## config.mk

```make
export PLATFORM = sky130hd
export DESIGN_NAME = aibnd_str_txdrv
export DESIGN_NICKNAME = d
export VERILOG_FILES = /design/src/rtl/aibnd_str_pkg.sv /design/src/rtl/aibnd_str_shreg.sv /design/src/rtl/aibnd_str_txdrv.sv
export SDC_FILE = /design/constraint.sdc
export NUM_CORES = 1
export LEC_CHECK = 0
export ABC_AREA = 1
export CORE_UTILIZATION = 47
export DETAILED_ROUTE_END_ITERATION = 10
export HOLD_SLACK_MARGIN = 0.1
export PLACE_DENSITY = 0.85
export SETUP_SLACK_MARGIN = 0.02
export SYNTH_ARGS = -nofsm -noshare
export SYNTH_HDL_FRONTEND = slang
export SYNTH_SLANG_ARGS = --single-unit
```

## constraint.sdc

```tcl
create_clock -name clk -period 1.55 [get_ports clk]
set_input_delay 0.2325 -clock clk [delete_from_list [all_inputs] [get_ports clk]]
set_output_delay 0.2325 -clock clk [all_outputs]
set_load 0.02 [all_outputs]
```

## src/rtl/aibnd_str_pkg.sv

```systemverilog
// Shared types and constants for the aibnd strobe transmit driver.
// Optional parity feature is selected by the AIBND_STR_PARITY_EN macro.
package aibnd_str_pkg;

    typedef enum logic [1:0] {
        IDLE  = 2'd0,
        PRE   = 2'd1,
        SHIFT = 2'd2,
        PAR   = 2'd3
    } state_t;

    // First bit of the alternating training preamble.
    localparam logic PRE_FIRST_BIT = 1'b1;

    // Bit counter must reach WIDTH (data) and PREAMBLE_LEN-1 (preamble).
    function automatic int cnt_width(input int width, input int pre_len);
        int span;
        span = ((width + 1) > pre_len) ? (width + 1) : pre_len;
        return $clog2(span);
    endfunction

endpackage

```

## src/rtl/aibnd_str_shreg.sv

```systemverilog
// WIDTH-bit load / shift-right register; sout is the current bit 0.
module aibnd_str_shreg #(
    parameter int WIDTH = 8
) (
    input  logic             clk,
    input  logic             rst,
    input  logic             load,
    input  logic             shift,
    input  logic [WIDTH-1:0] din,
    output logic             sout
);

    logic [WIDTH-1:0] q;

    // Load has priority over shift; zeros are shifted in at the top.
    always_ff @(posedge clk or posedge rst) begin
        if (rst) begin
            q <= '0;
        end else if (load) begin
            q <= din;
        end else if (shift) begin
            q <= {1'b0, q[WIDTH-1:1]};
        end
    end

    assign sout = q[0];

endmodule

```

## src/rtl/aibnd_str_txdrv.sv

```systemverilog
// Transmit pad driver: valid/ready word intake, alternating preamble at the
// start of a burst, LSB-first serialization onto pad_dout with pad_oe.
// Define AIBND_STR_PARITY_EN to append an even-parity bit after every word.
module aibnd_str_txdrv
    import aibnd_str_pkg::*;
#(
    parameter int WIDTH        = 8,
    parameter int PREAMBLE_LEN = 4
) (
    input  logic             clk,
    input  logic             rst,
    input  logic             drv_en,
    input  logic [WIDTH-1:0] tx_data,
    input  logic             tx_valid,
    output logic             tx_ready,
    output logic             pad_dout,
    output logic             pad_oe,
    output logic             busy
);

    localparam int            CW       = cnt_width(WIDTH, PREAMBLE_LEN);
    localparam logic [CW-1:0] PRE_LAST = CW'(PREAMBLE_LEN - 1);
    localparam logic [CW-1:0] BIT_LAST = CW'(WIDTH - 1);
    localparam logic [CW-1:0] CNT_MAX  = '1;

    state_t           state;
    state_t           state_nxt;
    logic [CW-1:0]    cnt;
    logic [CW-1:0]    cnt_nxt;
    logic [CW-1:0]    cnt_inc;
    logic             last_bit;
    logic             word_end;
    logic             ready_state;
    logic             accept;
    logic             load;
    logic             shift;
    logic [WIDTH-1:0] shreg_din;
    logic             sout;
    logic             dout_nxt;
    logic             oe_nxt;
    logic             par_bit;

    assign cnt_inc  = (cnt == CNT_MAX) ? cnt : cnt + CW'(1);
    assign last_bit = (state == SHIFT) && (cnt == BIT_LAST);

`ifdef AIBND_STR_PARITY_EN
    logic par_q;

    // Even parity of the word, captured alongside the word itself.
    always_ff @(posedge clk or posedge rst) begin
        if (rst) begin
            par_q <= 1'b0;
        end else if (load) begin
            par_q <= ^tx_data;
        end
    end

    assign par_bit  = par_q;
    assign word_end = (state == PAR);
`else
    assign par_bit  = 1'b0;
    assign word_end = last_bit;
`endif

    assign ready_state = (state == IDLE) || word_end;
    assign tx_ready    = ~rst & drv_en & ready_state;
    assign accept      = tx_valid & tx_ready;
    assign busy        = (state != IDLE);

    aibnd_str_shreg #(
        .WIDTH (WIDTH)
    ) u_shreg (
        .clk   (clk),
        .rst   (rst),
        .load  (load),
        .shift (shift),
        .din   (shreg_din),
        .sout  (sout)
    );

    // State, counter and registered pad outputs.
    always_ff @(posedge clk or posedge rst) begin
        if (rst) begin
            state    <= IDLE;
            cnt      <= '0;
            pad_dout <= 1'b0;
            pad_oe   <= 1'b0;
        end else begin
            state    <= state_nxt;
            cnt      <= cnt_nxt;
            pad_dout <= dout_nxt;
            pad_oe   <= oe_nxt;
        end
    end

    // Next state, counter, shift control and next pad values.
    // The pad bit is registered in the same edge the shifter advances, so the
    // shifter always holds the word one bit ahead of the pad. A back-to-back
    // word therefore puts bit 0 straight on the pad and loads the rest pre-shifted.
    always_comb begin
        state_nxt = state;
        cnt_nxt   = cnt_inc;
        load      = 1'b0;
        shift     = 1'b0;
        shreg_din = tx_data;
        dout_nxt  = 1'b0;
        oe_nxt    = 1'b0;

        if (word_end) begin
            cnt_nxt = '0;
            if (accept) begin
                state_nxt = SHIFT;
                load      = 1'b1;
                shreg_din = tx_data >> 1;
                dout_nxt  = tx_data[0];
                oe_nxt    = 1'b1;
            end else begin
                state_nxt = IDLE;
            end
        end else begin
            case (state)
                IDLE: begin
                    cnt_nxt = '0;
                    if (accept) begin
                        state_nxt = PRE;
                        load      = 1'b1;
                        dout_nxt  = PRE_FIRST_BIT;
                        oe_nxt    = 1'b1;
                    end
                end
                PRE: begin
                    oe_nxt = 1'b1;
                    if (cnt == PRE_LAST) begin
                        state_nxt = SHIFT;
                        cnt_nxt   = '0;
                        shift     = 1'b1;
                        dout_nxt  = sout;
                    end else begin
                        dout_nxt = PRE_FIRST_BIT ^ cnt_inc[0];
                    end
                end
                SHIFT: begin
                    oe_nxt = 1'b1;
                    if (last_bit) begin
                        // Only reachable with parity enabled; otherwise word_end.
                        state_nxt = PAR;
                        cnt_nxt   = '0;
                        dout_nxt  = par_bit;
                    end else begin
                        shift    = 1'b1;
                        dout_nxt = sout;
                    end
                end
                default: begin
                    state_nxt = IDLE;
                    cnt_nxt   = '0;
                end
            endcase
        end
    end

endmodule

```

==> out/results.ini <==
[critical_path]
crit_path_end_kind=flip-flop
worstSetupEndpoint=u_shreg.q[4]
cp.required_ps=1790
startpoint_type=flip-flop
worstReg2RegEnd=u_shreg.q[4]
cp_max_fo=7
arrival_ps=1940
path_class=flip-flop to flip-flop
regToRegStartpoint=state[1]
crit_path_start=state[1]
r2r_setup_slack_ps=-160
worst-r2r-cell-count=9

[floorplan]
chipHeight_um=48.8
core_area_mm2=0.00200
die_area_mm2=0.00238
start_util_pct=51.5
rows=16
fp.dieW_um=48.8
ios=16

[flow_run]
drv_cap=0

[pwr]
power.internal_mw=1.53
leakagePower_nw=0.800
power_mw=2.64
power_density_mw_per_mm2=1600
p_switching_mw=1.11
power_frac_clock_pct=8.9
ir_drop_uv=991
pwr-share-comb_pct=66.2
p_sw_share_pct=42.2
seq_power_share_pct=24.9

[timing]
holdWs_ps=325
worst_pin_slew_ps=265
fmax_mhz=585
layout_min_cycle_time_ps=1710
slew_headroom_pct=82.3
finalClockSkew_ps=1.57
setup_slack_ps=-159
timing.final.max_slew_violations=0
finalHoldViolations=0
period_share_pct=110
rsz0062_at_grt=true
setup_viol=13

[drt]
drt-total-wl_um=3350
drt_iter0_markers=43
drt-wirelength-per-cell_um=16.6
vias=1128
drc=0
drt_first_pass_iters=4
ant_nets=0
drt-vias-per-instance=5.58

[global_route]
grt_pass1_wl_um=5020
grt_antenna_before_repair=0
grt_max_degree=17
grt_pass1_vias=1159
grtUsageTotal_pct=28.2
grt_overflow_total=0

[place]
dp_hpwl_um=1950
gp_congestion=0.854
io_buffers=15

[synthesis]
synth-main-ff-cell=dfrtp_1
synth-edff-count=0
synthTopCellsByArea=dfrtp_1 (39%), nand2_1 (11%), nand3_1 (7.3%)
syn_nets=144
synth-seq-area-share_pct=38.8
avgSynthCellArea_um2=8.12
synth_area_mm2=0.00103
ys_async_sr_fraction_pct=100
yosysWarnings=0
synthMostInstantiatedCell=nand2_1
postSynthCellCount=127
synth_common_cells=nand2_1 (31), dfrtp_1 (16), nand3_1 (15)
yosysTopAreaCellShare_pct=38.8
ys_seq_elements=16
ys_types=28
yosysTopAreaCell=dfrtp_1

[clock_network]
htree_levels=1
path_clk_slew_ps=90
cts_root_buf=clkbuf_4
clk_latency_ps=300
numClockSinks=16
cts_tree=yes
cts.path.max_buffers=2
cts-buffers-inserted=3

[outcome]
violations=setup timing
status=complete, but fails checks

[worst_hold_path]
hold_path.class=input port to async pin

[layout]
insertedDiodeCount=0
synthToLayoutAreaGrowth_pct=59.7
drive_gt1_share_pct=41.7
nets=194

power groups by stage:
stage | combinational [mW] | clock (mW) | sequential (mW)
after global routing | 1.86 | 0.247 | 0.672
final | 1.75 | 0.234 | 0.659
after global placement | 1.15 | 0 | 0.646
after CTS | 1.54 | 0.241 | 0.647
after detailed placement | 1.20 | 0 | 0.653
after floorplan | 0.659 | 0 | 0.678
how the worst min path moves through the flow:
| stage | from | end | cells past startpoint |
|---|---|---|---|
| global route | rst | pad_dout | 3 |
| global placement | u_shreg.q[7] | u_shreg.q[7] | 2 |
| finish | rst | pad_dout | 3 |
| detailed placement | u_shreg.q[7] | u_shreg.q[7] | 2 |
| CTS | rst | pad_dout | 3 |
| floorplan | rst | cnt[0] | 1 |
area by class of cell:
class	count	area [um2]
Inverter	16	62.6
Multi-Input combinational cell	93	683
Timing Repair Buffer	47	444
Tap cell	27	33.8
Sequential cell	16	400
Clock buffer	3	22.5
Fill cell	110	355
timing repair:
action | CTS | global route
endpoints found under the hold margin | 0 | 0
resized for setup | 36 | 13
setup endpoints to repair | 15 | 17
gates cloned | 1 | 0
hold buffers | 0 | 0
buffers inserted | 9 | 1
pin swaps | 11 | 17
kinds of logic (layout without fill, tap and decap cells):
family | count (synthesis) | after routing | share of synthesized area [%]
adder cells (fa/ha/maj) | 5 | 5 | 6.07
XOR/XNOR | 1 | 1 | 0.850
AO/OA/AOI/OAI | 11 | 11 | 6.80
AND/OR/NAND/NOR | 75 | 75 | 38.8
multiplexers | 1 | 1 | 0.971
buffers and inverters | 18 | 66 | 7.65
flip-flops | 16 | 16 | 38.8
critical path: stages (launching register included):
cell and delay [ps]:
dfrtp_1 420, buf_6 120, ha_4 140, nand4_4 100, buf_6 170, nand2_4 60, nand3_4 160, nor2_4 280
nand2_1 80, nand4_1 90
flip-flops by register name (all words and copies together) (netlist names):
| register | cells |
|---|---|
| cnt | 4 |
| pad_dout | 1 |
| u_shreg.q | 8 |
| state | 2 |
| pad_oe | 1 |
metal layers:
layer	global-route usage, %	share of wire [%]	up-vias
met1	30.7	38	533
met5	0	0	-
li1	-	-	524
met3	4.36	4.5	15
met4	14.2	4.4	0
met2	52.3	53	56
cells in the final DEF (no fill, tap or decap):
master           instances
buf_6                    7
o21ai_1                  2
buf_16                   1
nor2_2                   2
nand3_4                  1
inv_2                    5
o21ai_0                  1
buf_4                   25
a21oi_1                  1
nand3_1                 10
nor2_4                   1
dfrtp_1                 16
mux2i_1                  1
nand4_4                  1
ha_1                     1
clkdlybuf4s50_1         13
nor2_1                   6
nand2_4                  6
inv_1                   10
ha_2                     1
or2_2                    1
a21boi_4                 1
buf_12                   1
o21ai_2                  1
o211ai_1                 2
or2_4                    1
a31oi_2                  1
a22oi_1                  1
inv_4                    1
xnor2_1                  1
clkbuf_4                 3
ha_4                     3
nand2_1                 26
nand3_2                  6
a21oi_4                  1
nand4_1                 11
nand2_2                  3
metrics by stage:
stage / instances / setup slack, ps / setup TNS (ps) / utilization, % / cell area [um2]
floorplan: 127 / 26.7 / 0 / - / 1050
global placement: 188 / -314 / -884 / 69.0 / 1380
detailed placement: 188 / -349 / -1560 / 69.0 / 1380
CTS: 201 / -102 / -722 / 79.3 / 1590
global route: 202 / -228 / -2290 / 82.3 / 1650
finish: 202 / -159 / -1420 / 82.3 / 1650
Note: power is estimated with default switching activity, not from simulation.
